**src/rtl/mem_arbiter_pkg.sv**
```systemverilog
// Shared constants for the memory arbiter: FSM encoding, block geometry and grant ids.
package mem_arbiter_pkg;

  localparam int BEATS         = 8;
  localparam int BEAT_W        = $clog2(BEATS);
  localparam int WORD_OFFSET_W = 4;
  localparam int CNT_W         = 4;

  localparam logic [0:0] ST_IDLE = 1'b0;
  localparam logic [0:0] ST_FILL = 1'b1;

  localparam logic GRANT_I = 1'b0;
  localparam logic GRANT_D = 1'b1;

  // Byte offset of a word inside the block: word index times the 2-byte stride.
  function automatic logic [WORD_OFFSET_W-1:0] beat_offset(input logic [BEAT_W-1:0] beat);
    return {beat, 1'b0};
  endfunction

endpackage

```
**src/rtl/mem_arbiter_beat_counter.sv**
```systemverilog
// Small beat counter with synchronous clear (priority) and increment.
module mem_arbiter_beat_counter
  import mem_arbiter_pkg::*;
(
  input  logic             clk,
  input  logic             rst,
  input  logic             clr,
  input  logic             inc,
  output logic [CNT_W-1:0] count
);

  always_ff @(posedge clk or posedge rst) begin
    if (rst) begin
      count <= '0;
    end else if (clr) begin
      count <= '0;
    end else if (inc) begin
      count <= count + CNT_W'(1);
    end
  end

endmodule

```
**src/rtl/mem_arbiter.sv**
```systemverilog
// Arbitrates I/D cache block fills and D-cache write-through stores onto one
// pipelined memory port; returning beats are steered to the granted cache.
module mem_arbiter
  import mem_arbiter_pkg::*;
#(
  parameter int ADDR_W = 16,
  parameter int DATA_W = 16
) (
  input  logic              clk,
  input  logic              rst,
  input  logic              i_miss_req,
  input  logic [ADDR_W-1:0] i_miss_addr,
  input  logic              d_miss_req,
  input  logic [ADDR_W-1:0] d_miss_addr,
  input  logic              d_wr_req,
  input  logic [ADDR_W-1:0] d_wr_addr,
  input  logic [DATA_W-1:0] d_wr_data,
  output logic              d_wr_ack,
  output logic [ADDR_W-1:0] mem_addr,
  output logic [DATA_W-1:0] mem_wdata,
  output logic              mem_enable,
  output logic              mem_wr,
  input  logic              mem_data_valid,
  output logic              i_fill_valid,
  output logic              d_fill_valid,
  output logic [BEAT_W-1:0] fill_beat,
  output logic              i_fill_done,
  output logic              d_fill_done,
  output logic              i_stall,
  output logic              d_stall
);

  localparam int BLK_W = ADDR_W - WORD_OFFSET_W;

  logic [0:0]       state_reg, state_next;
  logic             grant_reg, grant_next;
  logic             last_grant_reg, last_grant_next;
  logic [BLK_W-1:0] blk_addr_reg, blk_addr_next;

  logic             in_fill, issuing, last_beat;
  logic             cnt_clr;
  logic [1:0]       cnt_inc;
  logic [CNT_W-1:0] cnt_val [2];
  logic [CNT_W-1:0] issue_cnt, recv_cnt;
  logic             pick_d;
  logic             unused_addr_bits;

  assign issue_cnt = cnt_val[0];
  assign recv_cnt  = cnt_val[1];

  assign in_fill   = (state_reg == ST_FILL);
  assign issuing   = in_fill && (issue_cnt < CNT_W'(BEATS));
  assign last_beat = in_fill && mem_data_valid && (recv_cnt == CNT_W'(BEATS - 1));

  // Both counters sit at zero outside a fill and are wiped as the last beat lands.
  assign cnt_clr    = !in_fill || last_beat;
  assign cnt_inc[0] = issuing;
  assign cnt_inc[1] = in_fill && mem_data_valid;

  genvar gi;
  generate
    for (gi = 0; gi < 2; gi++) begin : g_cnt
      mem_arbiter_beat_counter u_cnt (
        .clk   (clk),
        .rst   (rst),
        .clr   (cnt_clr),
        .inc   (cnt_inc[gi]),
        .count (cnt_val[gi])
      );
    end
  endgenerate

  always_comb begin
    state_next      = state_reg;
    grant_next      = grant_reg;
    last_grant_next = last_grant_reg;
    blk_addr_next   = blk_addr_reg;
    pick_d          = 1'b0;
    mem_enable      = 1'b0;
    mem_wr          = 1'b0;
    mem_addr        = '0;
    mem_wdata       = '0;
    d_wr_ack        = 1'b0;

    if (!in_fill) begin
      if (d_wr_req) begin
        // Stores own any idle cycle; pending misses wait one more cycle.
        mem_enable = 1'b1;
        mem_wr     = 1'b1;
        mem_addr   = d_wr_addr;
        mem_wdata  = d_wr_data;
        d_wr_ack   = 1'b1;
      end else if (i_miss_req || d_miss_req) begin
        if (i_miss_req && d_miss_req) begin
          pick_d = (last_grant_reg == GRANT_I);
        end else begin
          pick_d = d_miss_req;
        end
        grant_next    = pick_d ? GRANT_D : GRANT_I;
        blk_addr_next = pick_d ? d_miss_addr[ADDR_W-1:WORD_OFFSET_W]
                               : i_miss_addr[ADDR_W-1:WORD_OFFSET_W];
        state_next    = ST_FILL;
      end
    end else begin
      if (issuing) begin
        mem_enable = 1'b1;
        mem_addr   = {blk_addr_reg, beat_offset(issue_cnt[BEAT_W-1:0])};
      end
      if (last_beat) begin
        state_next      = ST_IDLE;
        last_grant_next = grant_reg;
      end
    end
  end

  always_ff @(posedge clk or posedge rst) begin
    if (rst) begin
      state_reg      <= ST_IDLE;
      grant_reg      <= GRANT_I;
      last_grant_reg <= GRANT_I;
      blk_addr_reg   <= '0;
    end else begin
      state_reg      <= state_next;
      grant_reg      <= grant_next;
      last_grant_reg <= last_grant_next;
      blk_addr_reg   <= blk_addr_next;
    end
  end

  assign i_fill_valid = cnt_inc[1] && (grant_reg == GRANT_I);
  assign d_fill_valid = cnt_inc[1] && (grant_reg == GRANT_D);
  assign i_fill_done  = last_beat && (grant_reg == GRANT_I);
  assign d_fill_done  = last_beat && (grant_reg == GRANT_D);
  assign fill_beat    = recv_cnt[BEAT_W-1:0];

  assign i_stall = i_miss_req && !i_fill_done;
  assign d_stall = (d_miss_req && !d_fill_done) || (d_wr_req && !d_wr_ack);

  // The word offset inside a block is regenerated from the beat counter.
  assign unused_addr_bits = ^{i_miss_addr[WORD_OFFSET_W-1:0], d_miss_addr[WORD_OFFSET_W-1:0]};

endmodule

```
**config.mk**
```make
export PLATFORM = sky130hd
export DESIGN_NAME = mem_arbiter
export DESIGN_NICKNAME = d
export VERILOG_FILES = /design/src/rtl/mem_arbiter_pkg.sv /design/src/rtl/mem_arbiter_beat_counter.sv /design/src/rtl/mem_arbiter.sv
export SDC_FILE = /design/constraint.sdc
export NUM_CORES = 1
export LEC_CHECK = 0
export ABC_CLOCK_PERIOD_IN_PS = 2300
export CAP_MARGIN = 20
export CORE_ASPECT_RATIO = 0.7
export CORE_UTILIZATION = 35
export DETAILED_ROUTE_END_ITERATION = 12
export PLACE_DENSITY = 0.88
export SLEW_MARGIN = 10
export SYNTH_ARGS = -nofsm -noshare
export SYNTH_HDL_FRONTEND = slang
export SYNTH_SLANG_ARGS = --single-unit
```
**constraint.sdc**
```tcl
create_clock -name clk -period 2.3 [get_ports clk]
set_clock_uncertainty 0.05 [all_clocks]
set_input_delay 0.575 -clock clk [delete_from_list [all_inputs] [get_ports clk]]
set_output_delay 0.575 -clock clk [all_outputs]
set_load 0.05 [all_outputs]
```
==> metrics.md <==
| Metric | Value |
|---|---|
| Starting Density | `38.2%` |
| Synth Warn # | `0` |
| Slew Viols, Final | `0` |
| Synth Instances | `141` |
| TritonRoute pass-1 iters | `4` |
| Crit Path Class | `reg -> out` |
| Layout cell share with drive strength beyond 1 | `47.2%` |
| Setup Viol. Count Final | `0` |
| Net Count, Synth | `213` |
| RSZ-0062 raised after global routing | `false` |
| CTS Buf Count | `3` |
| CP endpoint | `mem_addr[9]` |
| Fin crit share | `95.6%` |
| Minimum clock period | `2200 ps` |
| Clock share of power | `5.3%` |
| Root Buffer | `clkbuf_8` |
| Max_cap viols | `0` |
| Net Sw Frac | `44.4%` |
| Top cell type's share of synthesized area | `36.9%` |
| Final RePlAce weighted congestion | `0.766` |
| Die W | `81.8 microns` |
| Ant diodes | `0` |
| Clock slew at reported path FFs | `70 ps` |
| Required @ worst endpoint | `1670 ps` |
| Row cnt | `19` |
| Sequential power share | `17.0%` |
| Placed inst area | `3090 sq um` |
| Drt total wl | `5.33 mm` |
| Number of synthesized flops with an enable pin | `0` |
| Avg Cell Area, Syn | `11.1 sq um` |
| Primary FF master, synth | `dfrtp_1` |
| Post-DP HPWL | `3.60 mm` |
| Vias post-DR | `1531` |
| Design Power | `4.78 mW` |
| Io pins | `114` |
| Reg2reg path depth | `3` |
| Post-layout util | `82.4%` |
| Global route total overflow | `0` |
| Fmax | `0.455 GHz` |
| CTS tree | `yes` |
| Synth area leaders | `dfrtp_1 37%, mux2_4 17%, a22o_1 8.4%` |
| Pin count of the biggest net entering global routing | `24` |
| Wire per inst | `17.4 microns` |
| PD cells | `1420 nW/um^2` |
| Reg2reg start | `last_grant_reg` |
| Num Clock Sinks | `23` |
| Reg2reg setup slack | `790 ps` |
| Die area | `4730 sq um` |
| Crit. Startpoint | `in_fill` |
| Layout net count | `327` |
| CP arrival | `1570 ps` |
| Post-route ant nets | `0` |
| Area leader, netlist | `dfrtp_1` |
| Hold buffer count at CTS | `0` |
| DRT iter0 DRCs | `74` |
| Max_slew headroom | `67.4%` |
| Core area | `4090 sq um` |
| Status | `complete, no violations` |
| Fin Setup TNS | `0 ps` |
| First-pass GRT wire length | `8.09 mm` |
| Synth unique cells | `33` |
| IR drop worst, VDD | `0.988 mV` |
| Post-synth top cells | `23 x dfrtp_1, 18 x and2_1, 18 x mux2_4` |
| Cell-internal power | `2.66 mW` |
| Startpoint Class | `flip-flop` |
| Number of global-route vias before repair | `1610` |
| Seq/Total Area, Yosys | `36.9%` |
| Mapped Area | `1560 sq um` |
| Async S/R FF share, synth | `100%` |
| HP Class | `reg -> reg` |
| CTS HTree Levels | `1` |
| Comb power frac | `77.7%` |
| Slew @ Worst Pin | `488 ps` |
| Port Buffers | `105` |
| Max FFs per register | `12` |
| Switching pwr | `2.12 mW` |
| CP max FO | `9` |
| Area growth, synth to finish | `116%` |
| Die height | `57.9 microns` |
| Min Hold Slack | `473 ps` |
| Vias per cell | `5.00` |
| Worst skew pair latency | `270 ps` |
| Final hold vios | `0` |
| Most numerous cell in the Yosys netlist | `dfrtp_1` |
| DRC violations left | `0` |
| Initial antenna violation count | `0` |
| Clock buffer depth | `2` |
| Static Leak | `1.48 nW` |
| Type of element capturing the critical path | `output pin` |
| Finished Cell Area | `3370 sq um` |
| R2r endpoint | `blk_addr_reg[10]` |
| Total GRT Usage | `23.1%` |
| Synth Register Bits | `23` |
## through the flow
stage / worst slack (ps) / instances
2_1_floorplan: -45.3 / 141
3_5_place_dp: -124 / 295
5_1_grt: 40.8 / 306
4_1_cts: 9.19 / 306
3_3_place_gp: -125 / 295
6_report: 101 / 306
## placed cells by master (no fill, tap or decap), drive strengths merged, types with 2 or more instances in the layout
cell,n
a21boi,2
dfrtp,23
nand2,5
a22o,16
inv,3
nor2,8
nand3,2
buf,58
mux2,24
nand2b,2
nor2b,3
xnor2,3
nand3b,2
ha,2
clkbuf,4
and2,18
mux2i,2
clkdlybuf4s50,62
## kinds of logic after synthesis
family	Yosys count	share of synthesized area (%)
compound gates	23	12.8
simple gates	46	16.9
buf+inv	17	6.66
xor+xnor	4	2.25
flops	23	36.9
fa+ha+maj	2	1.60
mux	26	22.9
## area by class of cell
class	count	area [sq um]
Multi-Input combinational cell	101	992
Sequential cell	23	578
Timing Repair Buffer	123	1680
Tap cell	52	65.1
Inverter	3	11.3
Fill cell	221	718
Clock inverter	1	5.00
Clock buffer	3	41.3
## worst min path at each step
| stage | startpoint | cells after the start | end |
|---|---|---|---|
| 6_report | blk_addr_reg[11] | 1 | blk_addr_reg[11] |
| 5_1_grt | blk_addr_reg[11] | 1 | blk_addr_reg[11] |
| 4_1_cts | blk_addr_reg[11] | 1 | blk_addr_reg[11] |
| 3_5_place_dp | blk_addr_reg[7] | 1 | blk_addr_reg[7] |
| 3_3_place_gp | blk_addr_reg[2] | 1 | blk_addr_reg[2] |
| 2_1_floorplan | blk_addr_reg[10] | 1 | blk_addr_reg[10] |
## critical path, stage by stage, from the launching register on
cell	delay, ps
dfrtp_2	490
nor2b_4	70
buf_6	130
bufbuf_16	260
a22o_4	230
buf_12	150
## per-layer routing
metal / GRT usage (%) / wire length (microns)
met3: 5.20 / 416
met4: 2.51 / 29
met5: 0 / 0
met1: 28.2 / 2140
met2: 42.4 / 2750
## power by group through the flow
stage	Clock [mW]	Combinational, mW	Sequential (mW)
floorplan	0	1.91	0.720
global placement	0	3.37	0.770
detailed placement	0	3.42	0.782
CTS	0.256	3.69	0.788
global route	0.275	3.86	0.835
finish	0.252	3.72	0.812
## timing repair
action                                 CTS  global route
cloned                                   3             0
endpoints found under the hold margin    0             0
pin swaps                                4             0
setup endpoints to repair               40            24
buffers inserted                         4             0
gates resized for setup                 34             6
(Power assumes the default switching activity.)
